`src/rtl/bpsk_pkg.sv`:
```
// Shared types and default parameters for the BPSK symbol mapper.
package bpsk_pkg;

  typedef enum logic [1:0] {
    ST_IDLE,
    ST_LOAD,
    ST_SEND,
    ST_FETCH
  } state_e;

  localparam int DEF_WIDTH    = 4;
  localparam int DEF_CHUNKS   = 4;
  localparam int DEF_SPS      = 8;
  localparam int DEF_SAMPLE_W = 8;

  // Counter width that stays at least one bit for degenerate sizes.
  function automatic int cnt_w(input int n);
    return (n > 1) ? $clog2(n) : 1;
  endfunction

endpackage

```
`src/rtl/bpsk_carrier_lut.sv`:
```
// Combinational sine table: one period of SPS samples, amplitude 2^(SAMPLE_W-1)-1.
module bpsk_carrier_lut #(
  parameter int SPS      = 8,
  parameter int SAMPLE_W = 8
) (
  input  logic [$clog2(SPS)-1:0]    phase,
  output logic signed [SAMPLE_W-1:0] value
);

  localparam real PI  = 3.14159265358979323846;
  localparam real AMP = real'((1 << (SAMPLE_W - 1)) - 1);

  logic signed [SAMPLE_W-1:0] table_w [SPS];

  // Symmetric amplitude keeps every entry negatable without overflow.
  for (genvar k = 0; k < SPS; k++) begin : g_entry
    localparam real RAW = AMP * $sin(2.0 * PI * real'(k) / real'(SPS));
    localparam int  VAL = (RAW >= 0.0) ? $rtoi(RAW + 0.5) : -$rtoi(0.5 - RAW);
    assign table_w[k] = SAMPLE_W'(VAL);
  end

  assign value = table_w[phase];

endmodule

```
`src/rtl/bpsk_symbol_mapper.sv`:
```
// Serialises chunks from an upstream parallel buffer into a BPSK carrier, LSB first.
module bpsk_symbol_mapper
  import bpsk_pkg::*;
#(
  parameter int WIDTH    = DEF_WIDTH,
  parameter int CHUNKS   = DEF_CHUNKS,
  parameter int SPS      = DEF_SPS,
  parameter int SAMPLE_W = DEF_SAMPLE_W
) (
  input  logic                       clk,
  input  logic                       rst_n,
  input  logic                       start,
  input  logic [WIDTH-1:0]           data_in,
  output logic                       read,
  output logic signed [SAMPLE_W-1:0] sample_out,
  output logic                       sample_valid,
  output logic                       bit_out,
  output logic                       busy,
  output logic                       done
);

  localparam int BW = cnt_w(WIDTH);
  localparam int CW = cnt_w(CHUNKS);
  localparam int PW = $clog2(SPS);

  localparam logic [BW-1:0] LAST_BIT   = BW'(WIDTH - 1);
  localparam logic [CW-1:0] LAST_CHUNK = CW'(CHUNKS - 1);
  localparam logic [PW-1:0] LAST_PH    = PW'(SPS - 1);

  state_e                     state_q, state_d;
  logic [CW-1:0]              chunk_cnt_q, chunk_cnt_d;
  logic [BW-1:0]              bit_cnt_q, bit_cnt_d;
  logic [PW-1:0]              phase_q, phase_d;
  logic [WIDTH-1:0]           shreg_q, shreg_d;
  logic signed [SAMPLE_W-1:0] sample_out_q, sample_out_d;
  logic                       sample_valid_q, sample_valid_d;
  logic                       bit_out_q, bit_out_d;
  logic                       read_q, read_d;
  logic                       busy_q, busy_d;
  logic                       done_q, done_d;
  logic signed [SAMPLE_W-1:0] lut_val;

  bpsk_carrier_lut #(
    .SPS      (SPS),
    .SAMPLE_W (SAMPLE_W)
  ) u_lut (
    .phase (phase_d),
    .value (lut_val)
  );

  always_comb begin
    state_d     = state_q;
    chunk_cnt_d = chunk_cnt_q;
    bit_cnt_d   = bit_cnt_q;
    phase_d     = phase_q;
    shreg_d     = shreg_q;
    done_d      = 1'b0;
    case (state_q)
      ST_IDLE: begin
        if (start) begin
          state_d     = ST_LOAD;
          chunk_cnt_d = '0;
          bit_cnt_d   = '0;
          phase_d     = '0;
        end
      end
      ST_LOAD: begin
        shreg_d = data_in;
        state_d = ST_SEND;
      end
      ST_SEND: begin
        phase_d = phase_q + 1'b1;
        if (phase_q == LAST_PH) begin
          shreg_d = shreg_q >> 1;
          if (bit_cnt_q == LAST_BIT) begin
            bit_cnt_d = '0;
            if (chunk_cnt_q == LAST_CHUNK) begin
              state_d = ST_IDLE;
              done_d  = 1'b1;
            end else begin
              state_d = ST_FETCH;
            end
          end else begin
            bit_cnt_d = bit_cnt_q + 1'b1;
          end
        end
      end
      ST_FETCH: begin
        chunk_cnt_d = chunk_cnt_q + 1'b1;
        state_d     = ST_LOAD;
      end
      default: state_d = ST_IDLE;
    endcase
  end

  // Outputs are decoded from next-state values so the registers line up with the state.
  always_comb begin
    sample_valid_d = (state_d == ST_SEND);
    bit_out_d      = sample_valid_d & shreg_d[0];
    sample_out_d   = '0;
    if (sample_valid_d) begin
      sample_out_d = bit_out_d ? lut_val : -lut_val;
    end
    read_d = sample_valid_d && (phase_d == LAST_PH) && (bit_cnt_d == LAST_BIT);
    busy_d = (state_d != ST_IDLE);
  end

  always_ff @(posedge clk or negedge rst_n) begin
    if (!rst_n) begin
      state_q        <= ST_IDLE;
      chunk_cnt_q    <= '0;
      bit_cnt_q      <= '0;
      phase_q        <= '0;
      shreg_q        <= '0;
      sample_out_q   <= '0;
      sample_valid_q <= 1'b0;
      bit_out_q      <= 1'b0;
      read_q         <= 1'b0;
      busy_q         <= 1'b0;
      done_q         <= 1'b0;
    end else begin
      state_q        <= state_d;
      chunk_cnt_q    <= chunk_cnt_d;
      bit_cnt_q      <= bit_cnt_d;
      phase_q        <= phase_d;
      shreg_q        <= shreg_d;
      sample_out_q   <= sample_out_d;
      sample_valid_q <= sample_valid_d;
      bit_out_q      <= bit_out_d;
      read_q         <= read_d;
      busy_q         <= busy_d;
      done_q         <= done_d;
    end
  end

  assign sample_out   = sample_out_q;
  assign sample_valid = sample_valid_q;
  assign bit_out      = bit_out_q;
  assign read         = read_q;
  assign busy         = busy_q;
  assign done         = done_q;

endmodule
```
`config.mk`:
```
export PLATFORM = sky130hd
export DESIGN_NAME = bpsk_symbol_mapper
export DESIGN_NICKNAME = d
export VERILOG_FILES = /design/src/rtl/bpsk_pkg.sv /design/src/rtl/bpsk_carrier_lut.sv /design/src/rtl/bpsk_symbol_mapper.sv
export SDC_FILE = /design/constraint.sdc
export NUM_CORES = 1
export LEC_CHECK = 0
export ABC_AREA = 1
export CAP_MARGIN = 20
export CORE_MARGIN = 3
export CORE_UTILIZATION = 54
export CTS_CLUSTER_DIAMETER = 80
export DETAILED_ROUTE_END_ITERATION = 12
export GPL_TIMING_DRIVEN = 0
export PLACE_DENSITY = 0.78
export SYNTH_ARGS = -nofsm -noshare
export SYNTH_HDL_FRONTEND = slang
export SYNTH_HIERARCHICAL = 1
export SYNTH_SLANG_ARGS = --single-unit
```
`constraint.sdc`:
```
create_clock -name clk -period 2.7 [get_ports clk]
set_input_delay 0.54 -clock clk [delete_from_list [all_inputs] [get_ports clk]]
set_output_delay 0.54 -clock clk [all_outputs]
set_load 0.02 [all_outputs]
```
* Yosys cells after proc, flatten, opt, wreduce, memory -nomap -nowiden *
Memory sizes are Yosys's and may differ from the RTL's.
Cells that the tools add are included.
Widths: inputs -> output; s select.

word-level totals
  bits in registers = 26
  bits in read-only memories = 64
  output and inout bits = 13
  word-level logic and storage cells = 62
  memories kept = 1
  input bits = 7

memory list
  name              words  bits a word  read ports  clocked after Yosys merged registers in  wr ports  line                    source
  (name not given)  8      8            1           0                                        0         bpsk_carrier_lut.sv:22  assign value = table_w[phase];

cells by class
  $lt $le $gt $ge = 1
  reduce and logical (&&, ||, !) cells = 8
  bitwise logic cells = 2
  equality and inequality tests = 11
  add/sub/neg operators = 4
  muxes and demuxes = 23

operator list
  operator             number
  $mux 8               4
  $mux 2               8
  $eq 2x2->1 const B   6
  $neg 8->8            1
  $pmux 2 s2           2
  $pmux 2 s4           1
  $pmux 4 s2           1
  $eq 3x3->1 const B   2
  $pmux 3 s2           1
  $reduce_bool 2->1    3
  $add 2x1->2 const B  2
  $ge 4x4->1 const B   1
  $mux 1               4
  $mux 4               1
  $ne 2x2->1 const B   2
  $not 3->4            1
  $reduce_and 2->1     2
  $add 3x1->3 const B  1
  $mux 3               1
  $eq 2x1->1 const B   1
  $logic_and 1x1->1    2
  $logic_not 2->1      1
  $and 1x1->1          1

* Depth between registers and ports, before layout *
Gate-level depths: netlist of run 1.

  depth after elaboration = 9
  depth in mapped cells = 20

* Modules after synthesis *
The synthesis of run 1 kept the hierarchy.

by module, submodules not included
  module              cells each  area each (sq um)  times used
  bpsk_symbol_mapper  183         1483.9             1
  bpsk_carrier_lut    13          65.1               1

* Worst setup path after synthesis of run 1 *
No wires, ideal clock.

  path type = reg2reg
  from = reg state_q[0]
  to = reg sample_out_q[7], in the netlist sample_out[7]
  buffers on the path = 2
  stages on the path, launching flop included = 18
  path slack = 0.488 ns
  period minus slack after synthesis = 2.212 ns
  arrival = 2.140 ns
  required time = 2.629 ns
  cell sequence = dfrtp_1 -> inv_1 -> ha_1 -> buf_6 -> inv_4 -> or2_0 -> nand2_2 -> inv_2 -> a21oi_1 -> buf_4 -> inv_1 -> nand2_1 -> nor2_1 -> nand2_1 -> nand3_1 -> nand2_1 -> nand2_1 -> nor2_1

between the ends
  cells in the longest elaborated chain, start to end = 9

ends and longest elaborated chain
  element                                               line                       source
  start: declaration                                    bpsk_symbol_mapper.sv:30   state_e state_q, state_d;
  start signal: assignment                              bpsk_symbol_mapper.sv:122  state_q <= state_d;
  $eq 2x2->1 / $logic_not 2->1 (equally long branches)  bpsk_symbol_mapper.sv:58   case (state_q)
  $pmux 3 s2 *                                          bpsk_symbol_mapper.sv:58
  named net phase_d[0]                                  bpsk_symbol_mapper.sv:33   logic [PW-1:0] phase_q, phase_d;
  $not 3->4 (implied by the code) *                     bpsk_carrier_lut.sv:22
  $mem_v2 8x8 *                                         n/a
  $mux 8 (implied by the code) * (2 in a row)           bpsk_carrier_lut.sv:22
  named net lut_val[3]                                  bpsk_symbol_mapper.sv:41   logic signed [SAMPLE_W-1:0] lut_val;
  $neg 8->8 *                                           bpsk_symbol_mapper.sv:102  sample_out_d = bit_out_d ? lut_val : -lut_val;
  $mux 8 *                                              bpsk_symbol_mapper.sv:102
  $mux 8 *                                              bpsk_symbol_mapper.sv:101  if (sample_valid_d) begin
  named net sample_out_d[7]                             bpsk_symbol_mapper.sv:35   logic signed [SAMPLE_W-1:0] sample_out_q, sample_out_d;
  end signal: assignment                                bpsk_symbol_mapper.sv:127  sample_out_q <= sample_out_d;
  end: declaration                                      bpsk_symbol_mapper.sv:35

Mark *: on every way through the listed nets, which the timed path passes. The rest lies on a longest branch. The select of a mux whose other input is x is not followed.
A chain may end at the register's enable or synchronous reset.

* Worst setup path in the final report of run 1 *
  from = reg state_q[1]
  to = reg sample_out_q[7], in the netlist sample_out[7]

The elaborated chain is that of the path after synthesis.

==> impl_metrics.yaml, run 1 <==
outcome:
  status: "finished clean"
layout:
  drive_above_1_share_pct: 18.1
  n_antenna_cell: 0
  fin_util_pct: 72.0
  synthToLayoutAreaGrowth_pct: 20.4
  nets: 238
die:
  rows: 18
  core_um2: 2590
  die-height_um: 59.6
  dieArea_um2: 3550
  die_x_um: 59.6
  ios: 20
  initial_core_util_pct: 59.8
worst_setup_path:
  critical_path.startpoint_type: "flip-flop"
  crit_arrival_ns: 2.68
  crit_type: "flip-flop to flip-flop"
  slowest_delay_ns: 0.45
  r2r_slack_ns: 0.30
  path_cells: "inv_1, ha_1, nand2_1, nand2_2, nand2_1, nand2_2, inv_1, a21oi_2, buf_4, inv_1, nand2_1, nor2_1, nand2_1, nand3_1, nand2_1, nand2_1, nor2_1"
  required_ns: 2.97
  rr_startpoint: "state_q[1]$_DFF_PN0_"
  reg2reg_depth: 17
  cp_max_fo: 6
  cpMostUsedCell: "nand2_1"
  crit_path_end_kind: "flip-flop"
  slowest_stage: "dfrtp_1"
  regToRegEndpoint: "sample_out[7]$_DFF_PN0_"
synth:
  ys_top_cells_by_count: "nand2_1 (49), dfrtp_1 (26), inv_1 (23)"
  synth_edf_count: 0
  async_flop_share_pct: 100
  synth.area.top_cells: "dfrtp_1 (42%), nand2_1 (12%), ha_1 (7.3%), nand3_1 (6.8%), inv_1 (5.6%)"
  synth_cell_types: 21
  synth_top_area_share_pct: 42.0
  synthCells: 196
  synth_top_cell_by_area: "dfrtp_1"
  yosys_warnings: 6
  yosysMostFrequentCell: "nand2_1"
  syn_area_um2: 1550
  synth_flop_cell: "dfrtp_1"
  ys_ff_latch: 26
  synth_nets: 212
  post_synth.cell_area_avg_um2: 7.90
  synth-seq-area-share_pct: 42.0
run:
  cap_viol_max_count: 0
clocking:
  cts_tree: "built"
  cts_buffer_depth: 2
  clkTransAtPathRegs_ns: 0.15
  cts-hold-fix-buffers: 0
  cts_made_buffers: 3
  root_buffer: "clkbuf_4"
  htreeDepth: 1
  cts_sinks: 26
  clkLatencyLatePin_ns: 0.33
timing:
  tightest_slew_ns: 0.495
  slew_viol_final: 0
  min_period_over_period_pct: 89.0
  setup_viol: 0
  hold_violations: 0
  relSlewSlack_pct: 66.9
  finClkSkew_ns: 0.00698
  final.min_clock_period_ns: 2.40
  setup_tns_ns: 0
  clock.fmax_mhz: 416
power:
  seq_power_share_pct: 24.6
  powerDensity_nw_per_um2: 1270
  p_int_mw: 1.21
  p_sw_mw: 1.15
  p_leak_nw: 0.991
  p_comb_share_pct: 66.7
  vdd_drop_max_mv: 1.10
  pwr-share-clk_pct: 8.7
  switching_share_pct: 48.9
worst_hold_path:
  hold_depth: 1
  hp-class: "flip-flop to flip-flop"
  holdPathEnd: "chunk_cnt_q[0]$_DFFE_PN0P_"
  hp-start: "chunk_cnt_q[0]$_DFFE_PN0P_"
global_routing:
  grt_first_pass_wirelength_mm: 5.71
  grt_overflow_total: 0
  grt_max_degree: 21
  grt_usage_pct: 21.4
  antenna_found_initial: 0
  grt_pass1_vias: 1349
placed_design:
  gp_congestion: 0.883
  dpl.hpwl_mm: 2.58
  portBuffers: 19
route:
  dr.pass1.iters: 4
  drt-wirelength-per-cell_um: 13.0
  vias: 1340
  drc_errors: 0
  drt-total-wl_mm: 3.26
  viasPerCell: 5.34
  first_iter_violations: 70
  ant_nets: 0
==> state kept, by name, summed over array words and instances, names as in the netlist <==
name	count
done	1
sample_out	8
shreg_q	4
bit_out	1
sample_valid	1
busy	1
state_q	2
phase_q	3
chunk_cnt_q	2
bit_cnt_q	2
read	1
==> placed cells by master, fill, tap and decap left out <==
cell             synthesis  layout
nand2_1                 49      48
ha_1                     9       8
nor2_1                  16      16
nor2_2                   5       5
a21boi_4                 0       1
clkbuf_8                 0       1
clkdlybuf4s50_1          0      19
dfrtp_1                 26      26
ha_2                     0       1
nand2_2                  8       9
nand3_2                  1       1
a21oi_1                 10       9
o21ai_1                  0       1
a21o_1                   1       1
clkbuf_4                 0       3
nand3_1                 21      21
inv_2                    3       4
buf_4                    4       5
buf_16                   0       1
or2_0                    1       1
nand2_4                  3       3
a21oi_2                  0       1
inv_4                    1       1
nand4_1                  6       6
buf_6                    4       4
nor3_1                   1       1
o21ai_0                  3       2
inv_1                   23      22
==> logic make-up after synthesis <==
kind of cell               after synthesis  synth area share [%]
and+or+nand+nor                        111                  33.8
adders and majority gates                9                  7.27
AOI/OAI and AO/OA                       15                  5.41
buffers and inverters                   35                  11.6
DFF                                     26                  42.0
==> layout make-up <==
class / instances / area [µm²]
buffer: 8 / 75.1
multi-input combinational: 135 / 736
timing repair buffer: 21 / 225
fill: 213 / 726
sequential: 26 / 651
clock buffer: 4 / 36.3
tap: 30 / 37.5
inverter: 27 / 104
==> how the worst max path moves through the flow <==
stage                                     from                      end  slack [ns]  cells after the start
after CTS                 state_q[0]$_DFF_PN0_  sample_out[7]$_DFF_PN0_        0.04                     18
after global routing      state_q[1]$_DFF_PN0_  sample_out[7]$_DFF_PN0_      -0.006                     17
after detailed placement                 start  sample_out[7]$_DFF_PN0_       -0.17                     16
final                     state_q[1]$_DFF_PN0_  sample_out[7]$_DFF_PN0_        0.30                     17
after floorplan           state_q[0]$_DFF_PN0_  sample_out[7]$_DFF_PN0_        0.49                     17
after global placement                   start  sample_out[7]$_DFF_PN0_       -0.03                     16
==> power by group through the flow <==
stage / clock network [mW] / logic (mW) / registers, mW
6_report: 0.205 / 1.57 / 0.582
5_1_grt: 0.223 / 1.80 / 0.597
4_1_cts: 0.209 / 1.54 / 0.582
3_5_place_dp: 0 / 1.53 / 0.591
3_3_place_gp: 0 / 1.46 / 0.581
2_1_floorplan: 0 / 1.14 / 0.623
==> critical path: cells and delay by family (launching register included) <==
kind	cells	cell delay, ns
flip-flops	1	0.45
adder cells (fa/ha/maj)	1	0.22
buffers and inverters	4	0.45
AND/OR/NAND/NOR	11	0.96
AO/OA/AOI/OAI	1	0.28
==> stage by stage <==
step | hold WS (ns) | power, mW | cells | area [µm²] | setup slack, ns
final | 0.513 | 2.36 | 251 | 1860 | 0.297
after global placement | 0.460 | 2.04 | 245 | 1780 | -0.0273
after global routing | 0.519 | 2.61 | 251 | 1860 | -0.00574
after detailed placement | 0.481 | 2.13 | 246 | 1800 | -0.167
after floorplan | 0.244 | 1.77 | 196 | 1550 | 0.488
after CTS | 0.503 | 2.33 | 250 | 1840 | 0.0359
==> metal layers <==
metal	global-route usage [%]	vias up	wire length, µm
li1	-	668	-
met1	26.3	632	1460
met2	37.1	32	1560
met3	3.70	8	175
met4	8.23	0	68
met5	0	-	0
==> repair_timing <==
item / CTS / global route
hold endpoints to repair: 0 / 0
gates resized for setup: 0 / 6
buffers inserted: 0 / 1
endpoints found under the setup margin: 0 / 7
(Power assumes the default switching activity.)
==> run 2: changes to the inputs <==
- SLEW_MARGIN: default -> 20
==> impl_metrics.yaml, run 2 (synthesized netlist as in run 1, its figures left out) <==
clocking:
  cts_sinks: 26
  clkLatencyLatePin_ns: 0.33
  cts_made_buffers: 3
  htreeDepth: 1
  cts-hold-fix-buffers: 0
  clkTransAtPathRegs_ns: 0.14
  cts_buffer_depth: 2
  root_buffer: "clkbuf_4"
  cts_tree: "built"
layout:
  largest_reg_flops: 8
  drive_above_1_share_pct: 18.2
  layout_commonest_cell: "nand2_1"
  finalInstanceArea_um2: 1850
  n_fill_cell: 212
  synthToLayoutAreaGrowth_pct: 19.3
  fin_util_pct: 71.4
  final_cell_mix: "nand2_1 (48), dfrtp_1 (26), inv_1 (22), nand3_1 (21), clkdlybuf4s50_1 (18)"
  n_antenna_cell: 0
  nets: 237
timing:
  hold_violations: 0
  relSlewSlack_pct: 62.0
  clock.fmax_mhz: 416
  final.min_clock_period_ns: 2.40
  rsz0062_at_grt: "no"
  min_period_over_period_pct: 89.0
  hold_ws_ns: 0.179
  finClkSkew_ns: 0.00202
  setup_viol: 0
  tightest_slew_ns: 0.570
  finalWorstSetupSlack_ns: 0.297
  slew_viol_final: 0
route:
  drt-wirelength-per-cell_um: 12.2
  dr.pass1.iters: 4
  drc_errors: 0
  vias: 1317
  viasPerCell: 5.27
  first_iter_violations: 52
  drt-total-wl_mm: 3.06
  ant_nets: 0
placed_design:
  dpl.hpwl_mm: 2.38
  postPlaceCellArea_um2: 1770
  post-place-ws_ns: -0.177
  portBuffers: 19
  gp_congestion: 0.883
power:
  vdd_drop_max_mv: 1.11
  p_leak_nw: 0.977
  seq_power_share_pct: 23.8
  p_sw_mw: 1.15
  p_int_mw: 1.28
  pwr-share-clk_pct: 11.2
  p_comb_share_pct: 64.9
  powerDensity_nw_per_um2: 1310
  switching_share_pct: 47.3
die:
  initial_core_util_pct: 59.8
  die_x_um: 59.6
  die-height_um: 59.6
  rows: 18
  dieArea_um2: 3550
  core_um2: 2590
  ios: 20
worst_hold_path:
  hp-class: "input port to async pin"
run:
  cap_viol_max_count: 0
worst_setup_path:
  required_ns: 2.98
  crit_path_end_kind: "flip-flop"
  cpMostUsedCell: "nand2_1"
  crit_type: "flip-flop to flip-flop"
  slowest_delay_ns: 0.44
  crit_arrival_ns: 2.68
  slowest_stage: "dfrtp_1"
  cp_max_fo: 10
  crit_buf_inv: 5
  critical_path.startpoint_type: "flip-flop"
  critical_path.top_delay_family: "simple AND/OR/NAND/NOR gates"
  path_cells: "inv_1, ha_2, buf_6, inv_4, nand2_1, nand2_2, a21boi_2, inv_2, o21ai_1, inv_1, ha_1, nand3_1, nand3_1, nand2_1, nand2_1, nor2_1"
global_routing:
  grt_max_degree: 27
  grt_usage_pct: 19.8
  antenna_found_initial: 0
  grt_pass1_vias: 1256
  grt_first_pass_wirelength_mm: 5.40
  grt_overflow_total: 0
outcome:
  status: "finished clean"
## run 2: cell count changes in the layout (fill, tap and decap cells not counted), sizes merged
| cell | change |
|---|---|
| clkdlybuf4s50 | -1 |
| bufinv | +1 |
| clkbuf | -1 |
## run 2: metal layers
layer	GRT usage, %	up-vias	wire length [µm]
met5	0	-	0
met4	3.80	0	29
met3	3.27	2	158
met2	34.3	31	1480
met1	26.0	620	1400
li1	-	664	-
## run 2: area by class of cell
type / count / area [µm²] / area share [%]
timing repair buffer: 20 / 193 / 10.4
buffer: 8 / 75.1 / 4.06
clock inverter: 1 / 30.0 / 1.62
inverter: 27 / 104 / 5.62
tap: 30 / 37.5 / 2.03
clock buffer: 3 / 22.5 / 1.22
multi-input combinational: 135 / 736 / 39.8
sequential: 26 / 651 / 35.2
## run 2: through the flow
stage / cells / setup TNS (ns) / power, mW
floorplan: 196 / 0 / 1.77
global placement: 245 / -0.0273 / 2.04
detailed placement: 245 / -0.437 / 2.11
CTS: 249 / 0 / 2.38
global route: 250 / 0 / 2.68
finish: 250 / 0 / 2.42
## run 2: worst paths after layout
kind / start / endpoint / slack [ns] / cells past startpoint
worst max-delay path: state_q[0]$_DFF_PN0_ / sample_out[6]$_DFF_PN0_ / 0.30 / 16
worst min-delay path: rst_n / chunk_cnt_q[0]$_DFFE_PN0P_ / 0.18 / 1
worst max register to register: state_q[0]$_DFF_PN0_ / sample_out[6]$_DFF_PN0_ / 0.30 / 16
worst min register to register: chunk_cnt_q[0]$_DFFE_PN0P_ / chunk_cnt_q[0]$_DFFE_PN0P_ / 0.50 / 1
max in group asynchronous: rst_n / bit_cnt_q[1]$_DFF_PN0_ / 2.15 / 1
min in group clk: chunk_cnt_q[0]$_DFFE_PN0P_ / chunk_cnt_q[0]$_DFFE_PN0P_ / 0.50 / 1
## run 2: power by group through the flow
stage / Clock, mW / Combinational, mW / Sequential (mW)
after floorplan: 0 / 1.14 / 0.623
after global placement: 0 / 1.46 / 0.581
after detailed placement: 0 / 1.52 / 0.589
after CTS: 0.281 / 1.52 / 0.580
after global routing: 0.291 / 1.80 / 0.590
final: 0.272 / 1.57 / 0.578
## run 2: timing repair
| item | 4_1_cts | 5_1_grt |
|---|---|---|
| setup endpoints to repair | 0 | 7 |
| endpoints found under the hold margin | 0 | 0 |
| resized for setup | 0 | 6 |
| setup buffers | 0 | 1 |
==> run 3: changes to the inputs <==
- GPL_TIMING_DRIVEN: 0 -> default
==> impl_metrics.yaml, run 3 (synthesized netlist as in run 1, its figures left out) <==
outcome:
  status: "finished clean"
worst_setup_path:
  critical_path.startpoint_type: "flip-flop"
  cpMostUsedCell: "nand2_1"
  cp_max_fo: 7
  critical_path.top_delay_family: "simple AND/OR/NAND/NOR gates"
  slowest_stage: "dfrtp_1"
  crit_buf_inv: 5
  slowest_delay_ns: 0.46
  path_cells: "inv_1, ha_1, inv_4, nand2_1, nand2_2, a21boi_2, inv_1, inv_1, nand3_1, nand2_2, nor2_1, nand2_1, inv_1, nand2_1, nand3_1, nand2_1, nand2_1, nor2_1"
  crit_type: "flip-flop to flip-flop"
  crit_arrival_ns: 2.68
  crit_path_end_kind: "flip-flop"
  required_ns: 2.98
clocking:
  cts_buffer_depth: 2
  clkLatencyLatePin_ns: 0.33
  cts_setup_buffers: 0
  root_buffer: "clkbuf_4"
  clkTransAtPathRegs_ns: 0.15
  cts_sinks: 26
  cts-hold-fix-buffers: 0
  cts_made_buffers: 3
  htreeDepth: 1
  cts_tree: "built"
timing:
  hold_violations: 0
  setup_tns_ns: 0
  clock.fmax_mhz: 415
  tightest_slew_ns: 0.334
  finalWorstSetupSlack_ns: 0.292
  slew_viol_final: 0
  finClkSkew_ns: 0.00112
  relSlewSlack_pct: 77.7
  rsz0062_at_grt: "no"
  setup_viol: 0
  final.min_clock_period_ns: 2.41
  min_period_over_period_pct: 89.2
global_routing:
  grt_max_degree: 27
  grt_usage_pct: 18.6
  grt_first_pass_wirelength_mm: 5.00
  grt_pass1_vias: 1156
  grt_overflow_total: 0
  antenna_found_initial: 0
die:
  dieArea_um2: 3550
  die-height_um: 59.6
  rows: 18
  core_um2: 2590
  initial_core_util_pct: 59.8
  die_x_um: 59.6
  ios: 20
layout:
  largest_reg_flops: 8
  nets: 232
  finalInstanceArea_um2: 1790
  drive_above_1_share_pct: 14.4
  n_antenna_cell: 0
  n_fill_cell: 203
  final_cell_mix: "nand2_1 (48), dfrtp_1 (26), inv_1 (23), nand3_1 (21), clkdlybuf4s50_1 (19)"
  synthToLayoutAreaGrowth_pct: 15.3
  final_cells: 245
  layout_commonest_cell: "nand2_1"
power:
  p_total_mw: 2.33
  powerDensity_nw_per_um2: 1300
  vdd_drop_max_mv: 1.06
  p_leak_nw: 0.951
placed_design:
  portBuffers: 19
  post-place-ws_ns: 0.0537
  postPlaceCellArea_um2: 1730
  place_inst: 241
  gp_congestion: 0.889
  dpl.hpwl_mm: 2.26
route:
  first_iter_violations: 27
  drc_errors: 0
  ant_nets: 0
  vias: 1285
  drt-wirelength-per-cell_um: 12.5
  drt-total-wl_mm: 3.06
  dr.pass1.iters: 6
  viasPerCell: 5.24
run:
  cap_viol_max_count: 0
worst_hold_path:
  hp-class: "flip-flop to flip-flop"
[run 3: metal layers]
| layer | global-route usage (%) | wire (µm) | vias up |
|---|---|---|---|
| met5 | 0 | 0 | - |
| met4 | 6.33 | 35 | 0 |
| met3 | 3.05 | 146 | 4 |
| met2 | 31.5 | 1480 | 29 |
| met1 | 24.0 | 1390 | 592 |
| li1 | - | - | 660 |
[run 3: area by class of cell]
cell class	count	area [µm²]	share of cell area (%)
Sequential cell	26	651	36.4
Clock inverter	1	30.0	1.68
Clock buffer	3	22.5	1.26
Inverter	27	104	5.81
Tap cell	30	37.5	2.10
Multi-Input combinational cell	135	722	40.4
Timing Repair Buffer	23	220	12.3
[run 3: stage by stage]
stage | util, % | hold slack [ns]
6_report | 69.0 | 0.502
5_1_grt | 69.0 | 0.524
4_1_cts | 68.9 | 0.507
3_5_place_dp | 66.9 | 0.487
3_3_place_gp | 66.9 | 0.460
2_1_floorplan | - | 0.244
[run 3: final timing paths]
check                                                 from                          to  slack [ns]  depth (start not counted)
worst max-delay path                  state_q[0]$_DFF_PN0_     sample_out[7]$_DFF_PN0_        0.29                         18
worst min-delay path            chunk_cnt_q[0]$_DFFE_PN0P_  chunk_cnt_q[0]$_DFFE_PN0P_        0.50                          1
worst max register to register        state_q[0]$_DFF_PN0_     sample_out[7]$_DFF_PN0_        0.29                         18
worst min register to register  chunk_cnt_q[0]$_DFFE_PN0P_  chunk_cnt_q[0]$_DFFE_PN0P_        0.50                          1
max in group asynchronous                            rst_n      shreg_q[1]$_DFFE_PN0P_        1.91                          2
min in group asynchronous                            rst_n  chunk_cnt_q[0]$_DFFE_PN0P_        0.54                          2
[run 3: report_power, final]
| group | leakage, nW | switching, mW | total, mW | internal [mW] |
|---|---|---|---|---|
| registers | 0.345 | 0.0688 | 0.578 | 0.509 |
| logic | 0.577 | 0.934 | 1.47 | 0.538 |
| clock network | 0.0279 | 0.125 | 0.276 | 0.150 |
[run 3: worst reg2reg max path, cell delays in order, from the launching register on]
cell,delay (ns)
dfrtp_1,0.46
inv_1,0.13
ha_1,0.30
inv_4,0.07
nand2_1,0.11
nand2_2,0.09
a21boi_2,0.17
inv_1,0.11
inv_1,0.08
nand3_1,0.08
nand2_2,0.14
nor2_1,0.07
nand2_1,0.10
inv_1,0.05
nand2_1,0.09
nand3_1,0.08
nand2_1,0.08
nand2_1,0.05
nor2_1,0.09
[run 3: repair_timing]
| action | in CTS | in global routing |
|---|---|---|
| hold endpoints to repair | 0 | 0 |
| setup endpoints to repair | 0 | 4 |
| resized for setup | 0 | 2 |
